File: config.mk
export PLATFORM = sky130hd
export DESIGN_NAME = trees_burst_ctrl
export DESIGN_NICKNAME = d
export VERILOG_FILES = /design/src/rtl/trees_pkg.sv /design/src/rtl/trees_out_reg.sv /design/src/rtl/trees_burst_ctrl.sv
export SDC_FILE = /design/constraint.sdc
export NUM_CORES = 1
export LEC_CHECK = 0
export CELL_PAD_IN_SITES_DETAIL_PLACEMENT = 1
export CELL_PAD_IN_SITES_GLOBAL_PLACEMENT = 2
export CORE_ASPECT_RATIO = 1.25
export CORE_MARGIN = 2
export CORE_UTILIZATION = 37
export DETAILED_ROUTE_END_ITERATION = 6
export DONT_BUFFER_PORTS = 1
export GPL_ROUTABILITY_DRIVEN = 0
export GPL_TIMING_DRIVEN = 0
export PLACE_DENSITY = 0.83
export SLEW_MARGIN = 20
export SYNTH_ARGS = -nofsm -noshare
export SYNTH_HDL_FRONTEND = slang
export SYNTH_SLANG_ARGS = --single-unit
export TNS_END_PERCENT = 5
File: constraint.sdc
create_clock -name clk -period 4.85 [get_ports clk]
set_clock_uncertainty 0.1 [all_clocks]
set_input_delay 0.97 -clock clk [delete_from_list [all_inputs] [get_ports clk]]
set_output_delay 0.97 -clock clk [all_outputs]
set_load 0.02 [all_outputs]
File: src/rtl/trees_pkg.sv
// trees_pkg
// Shared definitions for the tree-accelerator burst controller.
//   state_t            : controller FSM states
//   WORDS_PER_SAMPLE   : 64-bit feature words per sample (two 32-bit features
//                        per word) for the default 32-feature configuration
//   words_per_sample() : the same quantity for any feature count
//   mask_tail()        : zeroes the unused prediction bytes of a final word
package trees_pkg;

    typedef enum logic [2:0] {
        ST_IDLE,
        ST_LOAD,
        ST_START,
        ST_WAIT,
        ST_READ
    } state_t;

    localparam int DEFAULT_N_FEATURE = 32;
    localparam int WORDS_PER_SAMPLE  = DEFAULT_N_FEATURE / 2;

    function automatic int words_per_sample(input int n_feature);
        return n_feature / 2;
    endfunction

    // keep == 0 means every byte of the word carries a valid prediction.
    function automatic logic [63:0] mask_tail(input logic [63:0] word,
                                              input logic [2:0]  keep);
        logic [63:0] result;
        result = word;
        if (keep != 3'd0) begin
            for (int i = 0; i < 8; i++) begin
                if (i >= int'(keep)) begin
                    result[i*8 +: 8] = 8'h00;
                end
            end
        end
        return result;
    endfunction

endpackage

File: src/rtl/trees_out_reg.sv
// trees_out_reg
// One-word output register with valid/ready hold. A word offered on the load
// side is captured when the register is empty or is being drained in the same
// cycle, so a continuously ready consumer sees one word per cycle.
// Ports:
//   clk, rst_n                      clock, asynchronous active-low reset
//   load_valid/load_ready           offer of the next word from the producer
//   load_data, load_last            word and end-of-stream marker
//   out_valid/out_ready             downstream handshake
//   out_data, out_last              held word and end-of-stream marker
module trees_out_reg #(
    parameter int W = 64
) (
    input  logic         clk,
    input  logic         rst_n,
    input  logic         load_valid,
    output logic         load_ready,
    input  logic [W-1:0] load_data,
    input  logic         load_last,
    output logic         out_valid,
    input  logic         out_ready,
    output logic [W-1:0] out_data,
    output logic         out_last
);

    assign load_ready = !out_valid || out_ready;

    always_ff @(posedge clk or negedge rst_n) begin
        if (!rst_n) begin
            out_valid <= 1'b0;
            out_data  <= '0;
            out_last  <= 1'b0;
        end else if (load_valid && load_ready) begin
            out_valid <= 1'b1;
            out_data  <= load_data;
            out_last  <= load_last;
        end else if (out_ready) begin
            // Data is left in place; only the qualifiers drop once consumed.
            out_valid <= 1'b0;
            out_last  <= 1'b0;
        end
    end

endmodule

File: src/rtl/trees_burst_ctrl.sv
// trees_burst_ctrl
// Runs one inference burst on the tree accelerator: accepts a burst length,
// streams the feature words into the accelerator's feature memory, pulses
// acc_start, waits for acc_done (with a timeout), then streams the packed
// byte-wide predictions out.
// Ports:
//   clk, rst_n                               clock, asynchronous active-low reset
//   cfg_valid/cfg_ready, cfg_burst_len       burst request
//   in_valid/in_ready, in_data               feature word stream (sample-major)
//   acc_load_features, acc_feature_addr,
//   acc_features                             feature-memory write port
//   acc_burst_len, acc_start, acc_done       accelerator run control
//   acc_prediction_addr, acc_prediction      prediction read port (combinational)
//   out_valid/out_ready, out_data, out_last  prediction word stream
//   busy, error                              not idle / sticky fault
module trees_burst_ctrl
    import trees_pkg::*;
#(
    parameter int N_FEATURE      = 32,
    parameter int MAX_BURST      = 5000,
    parameter int TIMEOUT_CYCLES = 2**20
) (
    input  logic                                   clk,
    input  logic                                   rst_n,
    input  logic                                   cfg_valid,
    output logic                                   cfg_ready,
    input  logic [$clog2(MAX_BURST)-1:0]           cfg_burst_len,
    input  logic                                   in_valid,
    output logic                                   in_ready,
    input  logic [63:0]                            in_data,
    output logic                                   acc_load_features,
    output logic [$clog2(MAX_BURST*N_FEATURE)-1:0] acc_feature_addr,
    output logic [63:0]                            acc_features,
    output logic [$clog2(MAX_BURST)-1:0]           acc_burst_len,
    output logic                                   acc_start,
    input  logic                                   acc_done,
    output logic [$clog2(MAX_BURST)-1:0]           acc_prediction_addr,
    input  logic [63:0]                            acc_prediction,
    output logic                                   out_valid,
    input  logic                                   out_ready,
    output logic [63:0]                            out_data,
    output logic                                   out_last,
    output logic                                   busy,
    output logic                                   error
);

    localparam int LEN_W   = $clog2(MAX_BURST);
    localparam int FADDR_W = $clog2(MAX_BURST*N_FEATURE);
    localparam int TO_W    = $clog2(TIMEOUT_CYCLES + 1);
    localparam int WPS     = words_per_sample(N_FEATURE);

    state_t             state;
    logic [LEN_W-1:0]   burst_len_q;
    logic [FADDR_W-1:0] word_cnt;
    logic [TO_W-1:0]    wait_cnt;
    logic [LEN_W-1:0]   rd_cnt;

    logic               cfg_ok;
    logic               load_fire;
    logic [FADDR_W-1:0] last_word_addr;
    logic [LEN_W-1:0]   n_pred_words;
    logic               fetch_valid;
    logic               fetch_ready;
    logic               fetch_last;
    logic [63:0]        fetch_data;
    logic               out_fire;

    assign cfg_ok = (int'(cfg_burst_len) != 0) && (int'(cfg_burst_len) <= MAX_BURST);

    // Feature words are written straight through in the handshake cycle.
    assign cfg_ready         = (state == ST_IDLE);
    assign in_ready          = (state == ST_LOAD);
    assign load_fire         = in_valid && in_ready;
    assign acc_load_features = load_fire;
    assign acc_features      = in_data;
    assign acc_feature_addr  = word_cnt;
    assign acc_burst_len     = burst_len_q;
    assign acc_start         = (state == ST_START);
    assign busy              = (state != ST_IDLE);

    assign last_word_addr = FADDR_W'(burst_len_q) * FADDR_W'(WPS) - FADDR_W'(1);

    // Eight predictions per word, rounded up.
    assign n_pred_words = (burst_len_q >> 3) + LEN_W'(burst_len_q[2:0] != 3'd0);

    // The prediction port is combinational, so the read address doubles as the
    // fetch pointer; it only advances when the output register takes the word.
    assign acc_prediction_addr = rd_cnt;
    assign fetch_valid = (state == ST_READ) && (rd_cnt != n_pred_words);
    assign fetch_last  = (rd_cnt == n_pred_words - LEN_W'(1));
    assign fetch_data  = fetch_last ? mask_tail(acc_prediction, burst_len_q[2:0])
                                    : acc_prediction;
    assign out_fire    = out_valid && out_ready;

    trees_out_reg #(
        .W (64)
    ) u_out_reg (
        .clk        (clk),
        .rst_n      (rst_n),
        .load_valid (fetch_valid),
        .load_ready (fetch_ready),
        .load_data  (fetch_data),
        .load_last  (fetch_last),
        .out_valid  (out_valid),
        .out_ready  (out_ready),
        .out_data   (out_data),
        .out_last   (out_last)
    );

    // Burst sequencing. acc_done is only looked at in WAIT, so stray pulses
    // elsewhere have no effect.
    always_ff @(posedge clk or negedge rst_n) begin
        if (!rst_n) begin
            state       <= ST_IDLE;
            burst_len_q <= '0;
            word_cnt    <= '0;
            wait_cnt    <= '0;
            rd_cnt      <= '0;
            error       <= 1'b0;
        end else begin
            case (state)
                ST_IDLE: begin
                    if (cfg_valid) begin
                        if (cfg_ok) begin
                            burst_len_q <= cfg_burst_len;
                            error       <= 1'b0;
                            word_cnt    <= '0;
                            state       <= ST_LOAD;
                        end else begin
                            error <= 1'b1;
                        end
                    end
                end
                ST_LOAD: begin
                    if (load_fire) begin
                        if (word_cnt == last_word_addr) begin
                            word_cnt <= '0;
                            state    <= ST_START;
                        end else begin
                            word_cnt <= word_cnt + FADDR_W'(1);
                        end
                    end
                end
                ST_START: begin
                    wait_cnt <= '0;
                    state    <= ST_WAIT;
                end
                ST_WAIT: begin
                    if (acc_done) begin
                        wait_cnt <= '0;
                        rd_cnt   <= '0;
                        state    <= ST_READ;
                    end else if (wait_cnt == TO_W'(TIMEOUT_CYCLES - 1)) begin
                        wait_cnt <= '0;
                        error    <= 1'b1;
                        state    <= ST_IDLE;
                    end else begin
                        wait_cnt <= wait_cnt + TO_W'(1);
                    end
                end
                ST_READ: begin
                    if (fetch_valid && fetch_ready) begin
                        rd_cnt <= rd_cnt + LEN_W'(1);
                    end
                    if (out_fire && out_last) begin
                        rd_cnt <= '0;
                        state  <= ST_IDLE;
                    end
                end
                default: state <= ST_IDLE;
            endcase
        end
    end

endmodule

## Word-level counts from Yosys, hierarchy flattened

Index checks and enable logic that the tools add are counted.

- Logic and storage cells: 100
- Output and inout port bits: 180
- Register bits after elaboration: 135
- Input bits: 147

- Magnitude comparators: 8
- Mux-type cells: 37
- Add/subtract/negate cells: 6
- Eq/ne operators: 18
- Reduce and logical (&&, ||, !) cells: 22

Operators with widths:

| cell | number |
|---|---|
| 64-bit two-way mux | 2 |
| 18-bit two-way mux | 4 |
| 8-bit two-way mux | 7 |
| 21-bit two-way mux | 2 |
| 21-bit one-hot mux with 2 select lines | 1 |
| 13-bit two-way mux | 3 |
| 18-bit one-hot mux with 2 select lines | 1 |
| 13-bit one-hot mux with 2 select lines | 1 |
| 21-bit by 1-bit adder with 21-bit output (second input constant) | 1 |
| 21-bit by 20-bit == test with 1-bit output (second input constant) | 1 |
| 3-bit two-way mux | 7 |
| 18-bit by 1-bit adder with 18-bit output (second input constant) | 1 |
| 18-bit == test | 1 |
| 17-bit by 1-bit subtractor with 18-bit output (second input constant) | 1 |
| 3-bit one-hot mux with 5 select lines | 1 |
| 13-bit by 1-bit adder with 13-bit output (second input constant) | 1 |
| 13-bit == test | 1 |
| 13-bit <= comparator (second input constant) | 1 |
| 13-bit by 11-bit != test with 1-bit output | 1 |
| 13-bit nonzero test | 1 |
| 11-bit by 1-bit subtractor with 12-bit output (second input constant) | 1 |
| 10-bit by 1-bit adder with 11-bit output | 1 |
| 2-bit nonzero test | 5 |
| 3-bit greater-or-equal comparator (first input constant) | 3 |
| 19 further kinds | 42 |

## Logic depth before layout (Yosys ltp)

Gate-level depths: netlist of the first run.

- Depth in word-level cells: 8
- Depth in mapped cells: 18
- Mapped depth without buffers: 15

## Cells and area by module

Synthesis of the first run repeated with hierarchy kept, for this count alone.

- Cell total of the unflattened synthesis: 882
- Area, all modules: 8,784.7 um^2

By module, submodules not included:

| module | cells an instance | times used | area each (um^2) |
|---|---|---|---|
| trees_burst_ctrl | 739 | 1 | 6,065.8 |
| trees_out_reg | 143 | 1 | 2,718.9 |

## Worst setup path before layout of the first run

Ideal clock, no wire load.

- Kind: register to register
- From: reg burst_len_q[2] (netlist: acc_burst_len[2])
- To: reg u_out_reg.out_data[10]
- Path slack: 0.762 ns
- Required time: 4.614 ns
- Arrival: 3.852 ns
- Stages on the path, launching flop included: 15
- Period minus slack after synthesis: 4.088 ns
- Setup time: 0.136 ns
- Buffers on the path: 1
- Cells stage by stage: dfrtp_1 > clkbuf_1 > inv_1 > ha_1 > inv_1 > ha_1 > ha_1 > or4_4 > o32ai_4 > nor4b_4 > a41oi_1 > a31oi_4 > nand4_4 > nor4b_4 > nor2_1

- Cells in the longest elaborated chain, start to end: 5

RTL lines:

| element | RTL line | source |
|---|---|---|
| from (decl) | trees_burst_ctrl.sv:53 | `logic [LEN_W-1:0] burst_len_q;` |
| from (signal assigned) | trees_burst_ctrl.sv:125 | `burst_len_q <= cfg_burst_len;` |
| 3-bit nonzero test | trees_pkg.sv:30, trees_burst_ctrl.sv:84 |  |
| 10-bit by 1-bit adder with 11-bit output | trees_burst_ctrl.sv:84 | `assign n_pred_words = (burst_len_q >> 3) + LEN_W'(burst_len_q[2:0] != 3'd0);` |
| 11-bit by 1-bit subtractor with 12-bit output / 13-bit by 11-bit != test with 1-bit output (equally long branches) | trees_burst_ctrl.sv:90, trees_burst_ctrl.sv:89 |  |
| 13-bit == test / 1-bit logical AND (equally long branches) | trees_burst_ctrl.sv:90, trees_burst_ctrl.sv:89 |  |
| 64-bit two-way mux / 1-bit logical AND (equally long branches) | trees_burst_ctrl.sv:91, trees_out_reg.sv:33 |  |
| to (signal assigned) | trees_out_reg.sv:35 | `out_data <= load_data;` |
| to (decl) | trees_out_reg.sv:22 | `output logic [W-1:0] out_data,` |

Several ways; a longest one is shown, not always the timed one.
A chain may end at the register's enable or synchronous reset.

## Worst setup path in the final report of the first run

- From: reg burst_len_q[0] (netlist: acc_burst_len[0])
- To: reg u_out_reg.out_data[37]

The elaborated chain is that of the path after synthesis.

==> impl_results.md, run 1 <==
- Finished Cell Area: 0.009348 mm2
- FMAX: 217.7 MHz
- Asr flop ratio synth: 100.0%
- Count of different cell masters after synthesis: 69
- N_diodes: 0
- Crit. path cell count: 19
- Clk pin slew, worst setup/hold paths: 70 ps
- Critical path launch point type: flop
- Num ports: 327
- Crit Path Class: reg -> reg
- DP HPWL: 18.85 mm
- Total Power: 5887 uW
- CTS max path bufs: 2
- Syn_area_per_cell: 9.655 um2
- Crit path largest cell delay: 590 ps
- Die W: 137.3 um
- Max cap viols: 0
- Clk sink count: 135
- Number of flops mapped to enable cells by yosys: 0
- Multi-input logic area: 0.004126 mm2
- Port Buf Inserts: 0
- Drt drc: 0
- R2r worst-path depth: 19
- Status: completed
- Final core utilization: 43.09%
- Leakage power: 0.003937 uW
- Flops & latches, synth: 135
- CP Capture Type: flop
- CTS tree: yes
- Initial antenna violation count: 0
- Cell Pwr Density: 629.8 mW/mm2
- Layout area overhead: 13.77%
- Number of global-route vias before repair: 6,602
- Synth warn: 0
- WP buf/inv: 7
- TritonCTS Buffers: 17
- H-tree levels: 4
- Largest net degree at the start of global routing: 136
- Reg2reg setup slack: 260 ps
- DIE AREA: 0.02342 mm2
- GRT Resource Usage Total: 21.31%
- Post-synth top area cell: dfrtp_1
- Relative slew slack: 44.79%
- Row count: 60
- Fin. max-slew vios: 0
- Primary FF master, synth: dfrtp_1
- Core box area: 0.02170 mm2
- # setup viols final: 0
- Worst R2R Start: acc_burst_len[0]
- Maximum vdd drop: 0.3142 mV
- Most frequent cells in the layout: nor2_1, dfrtp_1, buf_4, mux2i_1, xor2_1
- Vias post-DR: 6,347
- Post-Synthesis Cell Area: 0.008217 mm2
- Worst path top cell family by delay: buffers and inverters
- Post-synth net total: 1,009
- Via density per instance: 5.425
- Placed inst area: 0.008571 mm2
- Global-route wire length before repair: 37.98 mm
- Seq/Total Area, Yosys: 41.11%
- Die H: 170.6 um
- Root buf cell: clkbuf_16
- Final cycle utilization of the critical path: 94.70%
- Unrepaired setup endpoints after global routing: false
- Final WS setup: 257.2 ps
- Gate count of the mapped netlist: 851
- Tmin final: 4593 ps
- Grt ovf: 0
- Place WS: -442.0 ps
- Drt initial violations: 326
- Worst-path fanout max: 10
- Later-pin clock latency in the skew report: 430 ps
- WL final: 24.90 mm
- Share of cells above drive strength 1: 18.41%
- Most common cell after layout, fill and taps aside: nor2_1
- Sequential cell area: 0.003379 mm2
- Wirelength per Cell: 21.28 um
- Most frequent CP cell: ha_1
- Final antenna-violating net count: 0
- Final net count: 1,036
- Synth area leaders: dfrtp_1, mux2i_1, nor2_1, buf_4, xor2_1
- Starting Density: 37.87%
- Hold WC Path Type: in -> async
- Synth top area share: 41.11%
- Crit path DAT: 4810 ps
- Worst reg2reg endpoint: u_out_reg.out_data[37]
- Final Hold Viols: 0
- Fillcell total: 2,469
- TritonRoute pass-1 iters: 4
- WP data required: 5070 ps
- Worst Tran Pin Value: 820.6 ps
- CP max-delay cell: dfrtp_1
- Worst-path cell chain: inv_1 -> ha_1 -> ha_1 -> inv_1 -> ha_1 -> ha_1 -> buf_2 -> nand3_1 -> buf_2 -> a211oi_1 -> o21ai_0 -> o211a_1 -> a211oi_1 -> buf_2 -> nand4_4 -> buf_12 -> nor4_4 -> buf_4 -> nor2_1
-- flip-flops by register name, indices dropped and copies added, names as in the netlist --
register,flops
acc_burst_len,13
acc_feature_addr,18
acc_prediction_addr,13
error,1
state,3
u_out_reg.out_data,64
u_out_reg.out_last,1
u_out_reg.out_valid,1
wait_cnt,21
-- routing by layer --
layer / global-route usage (%) / vias to the layer above / share of wire (%) / wire (um)
li1: - / 2942 / - / -
met3: 6.222 / 20 / 8.1 / 2012
met1: 25.43 / 3127 / 39 / 9778
met4: 5.737 / 0 / 1.1 / 278
met2: 37.14 / 258 / 52 / 12830
met5: 0 / - / 0 / 0
-- final cells by class --
class	count	area share, %
buffer	104	7.121
multi-input combinational	595	44.14
sequential	135	36.15
clock buffer	17	4.551
clock inverter	15	2.436
timing repair buffer	8	1.178
tap	279	3.734
inverter	17	0.6826
-- timing repair --
item | in CTS | in global routing
gates resized for setup | 3 | 2
endpoints found under the setup margin | 65 | 73
cloned | 0 | 0
setup buffers | 7 | 1
hold endpoints to repair | 0 | 0
pin swaps | 7 | 1
hold buffers | 0 | 0
-- synthesized netlist by cell type (4+ instances only) --
cell type / number
nor2_1: 140
dfrtp_1: 135
mux2i_1: 67
buf_4: 65
xor2_1: 43
xnor2_1: 40
nand2_1: 39
nand3_1: 32
o21ai_0: 23
nor3_1: 22
buf_2: 18
clkbuf_1: 18
nand4_1: 18
and3_1: 17
inv_1: 16
nand2b_1: 16
nor4_1: 15
mux2_2: 13
ha_1: 11
a21oi_1: 9
a211oi_1: 5
nor4_4: 5
or3_1: 5
a31oi_1: 4
and2_1: 4
and4_1: 4
o31a_1: 4
-- metrics by stage --
step	TNS [ps]	hold slack [ps]	instances
final	0	129.4	1170
after global routing	0	114.7	1170
after CTS	0	115.5	1169
after detailed placement	-21190	416.9	1130
after global placement	-10930	409.9	1130
after floorplan	0	387.3	851
-- kinds of logic after synthesis --
group	Yosys count	synth area share [%]
compound gates	78	7.279
xor+xnor	85	9.395
fa+ha+maj	11	1.675
buf+inv	121	8.863
flops	135	41.11
mux	80	9.944
simple gates	341	21.73
-- how the worst max path moves through the flow --
stage	start	slack [ps]	to
floorplan	acc_burst_len[2]	760	u_out_reg.out_data[10]
global placement	acc_burst_len[2]	-310	u_out_reg.out_data[16]
detailed placement	acc_burst_len[2]	-440	u_out_reg.out_data[16]
CTS	acc_burst_len[0]	30	u_out_reg.out_data[45]
global route	acc_burst_len[0]	10	u_out_reg.out_data[45]
finish	acc_burst_len[0]	260	u_out_reg.out_data[37]
-- where the power goes --
group          switching, uW  internal (uW)
logic                   1290            802
registers                850           1490
clock network            604            844
total                   2750           3140
Note: power is estimated with default switching activity, not from simulation.
==> inputs of run 2 (changes only) <==
--- a/config.mk
+++ b/config.mk
@@ -5,16 +5,14 @@
 export SDC_FILE = /design/constraint.sdc
 export NUM_CORES = 1
 export LEC_CHECK = 0
-export CELL_PAD_IN_SITES_DETAIL_PLACEMENT = 1
-export CELL_PAD_IN_SITES_GLOBAL_PLACEMENT = 2
 export CORE_ASPECT_RATIO = 1.25
 export CORE_MARGIN = 2
-export CORE_UTILIZATION = 37
+export CORE_UTILIZATION = 45
 export DETAILED_ROUTE_END_ITERATION = 6
 export DONT_BUFFER_PORTS = 1
 export GPL_ROUTABILITY_DRIVEN = 0
 export GPL_TIMING_DRIVEN = 0
-export PLACE_DENSITY = 0.83
+export PLACE_DENSITY = 0.64
 export SLEW_MARGIN = 20
 export SYNTH_ARGS = -nofsm -noshare
 export SYNTH_HDL_FRONTEND = slang
==> impl_results.md, run 2 (synthesis results as in run 1) <==
- Status: completed
- Leakage power: 0.003892 uW
- Sequential cell area: 0.003382 mm2
- Grt ovf: 0
- WL final: 22.08 mm
- Fin cells: 1,119
- Die W: 124.9 um
- Crit Path Class: reg -> reg
- R2r worst-path depth: 19
- Met3 usage: 7.359%
- Worst Tran Pin Value: 752.8 ps
- FMAX: 219.8 MHz
- TritonRoute pass-1 iters: 5
- CTS max path bufs: 2
- GRT Resource Usage Total: 22.20%
- GR met2 Demand/Resource: 36.87%
- Worst-path fanout max: 10
- Most flop-heavy register: u_out_reg.out_data
- Relative slew slack: 49.35%
- Max FFs per register: 64
- Final cycle utilization of the critical path: 93.81%
- Vias post-DR: 6,307
- Row count: 55
- Die H: 155.1 um
- Core box area: 0.01803 mm2
- TritonCTS Buffers: 17
- CTS tree: yes
- Final Hold Viols: 0
- Clk pwr share: 22.9%
- Clk pin slew, worst setup/hold paths: 70 ps
- Final core utilization: 51.05%
- Initial antenna violation count: 0
- Hold WC Path Type: in -> async
- Most common cell after layout, fill and taps aside: nor2_1
- Crit path DAT: 4760 ps
- Placed cells: 1,079
- Global-route wire length before repair: 34.02 mm
- Sw Share: 47.32%
- Met1 usage: 27.63%
- Maximum vdd drop: 0.3529 mV
- DIE AREA: 0.01936 mm2
- Final net count: 1,036
- CP Capture Type: flop
- Int Power: 2996 uW
- Clk sink count: 135
- Minimum hold slack: 137.9 ps
- Largest net degree at the start of global routing: 136
- Most frequent cells in the layout: nor2_1, dfrtp_1, buf_4, mux2i_1, xor2_1
- Num ports: 327
- Root buf cell: clkbuf_16
- Fillcell total: 1,638
- H-tree levels: 4
- N_diodes: 0
- Port Buf Inserts: 0
- Via density per instance: 5.636
- Switching power: 2691 uW
- Number of global-route vias before repair: 6,074
- Starting Density: 45.57%
- Final antenna-violating net count: 0
- Global route hottest layer: met2
- Critical Path Source: acc_burst_len[1]
- Layout area overhead: 12.01%
- Critical path launch point type: flop
- Fin. max-slew vios: 0
- Max cap viols: 0
- Worst R2R Start: acc_burst_len[1]
- Later-pin clock latency in the skew report: 420 ps
- Wirelength per Cell: 19.73 um
- Share of cells above drive strength 1: 18.63%
- Sequential Power Share: 41.0%
- Multi-input logic area: 0.004126 mm2
- Cell Pwr Density: 617.9 mW/mm2
- # setup viols final: 0
- WP data required: 5060 ps
- Tmin final: 4550 ps
- Logic pwr share: 36.2%
- Unrepaired setup endpoints after global routing: false
- Drt drc: 0
- Drt initial violations: 339
- DP HPWL: 16.45 mm
==> run 2: routing by layer <==
layer	wire [um]	share of wire (%)
met1	8744	40
met2	10850	49
met3	2032	9.2
met4	449	2.0
met5	0	0
==> run 2: worst paths after layout <==
path | to | slack (ps)
max | u_out_reg.out_data[40] | 300
min | u_out_reg.out_data[10] | 140
max reg2reg | u_out_reg.out_data[40] | 300
min reg2reg | wait_cnt[0] | 440
max in group asynchronous | acc_burst_len[9] | 4310
min in group clk | wait_cnt[0] | 440
==> run 2: through the flow <==
stage          setup WS [ps]  cell area (um2)  setup TNS [ps]  power, uW
2_1_floorplan          761.9             8217               0       3850
3_3_place_gp          -150.5             8502           -6402       4342
3_5_place_dp          -319.6             8507          -16940       4380
4_1_cts                46.12             9166               0       5705
5_1_grt                15.65             9204               0       6027
6_report               300.3             9204               0       5687
==> run 2: repair_timing <==
item | in CTS | in global routing
setup buffers | 6 | 2
pin swaps | 7 | 2
hold endpoints to repair | 0 | 0
setup endpoints to repair | 64 | 75
resized for setup | 3 | 5
hold buffers | 0 | 0
==> run 2: cell type report <==
type                       instances  area share, %
buffer                           104          7.259
clock inverter                    15          1.958
timing repair buffer               8         0.7885
sequential                       135          36.75
tap                              228          3.100
multi-input combinational        595          44.83
clock buffer                      17          4.622
inverter                          17         0.6933
==> run 2: power by group through the flow <==
stage	clock [uW]	sequential (uW)	combinational, uW
floorplan	0	2200	1650
global placement	0	2350	2000
detailed placement	0	2330	2050
CTS	1330	2330	2050
global route	1380	2380	2270
finish	1300	2330	2060
==> run 2: worst max-delay path: stages (launching register included) <==
cell and delay, ps:
dfrtp_2 550, inv_1 130, ha_1 290, ha_1 240, inv_1 150, ha_1 170, ha_1 130, buf_2 240
nand3_1 170, buf_2 240, a211oi_1 220, o21ai_0 130, o211a_1 320, a211oi_1 230, clkbuf_4 290, nand4_4 110
buf_12 170, a2111oi_4 250, buf_4 210, nor2_1 60
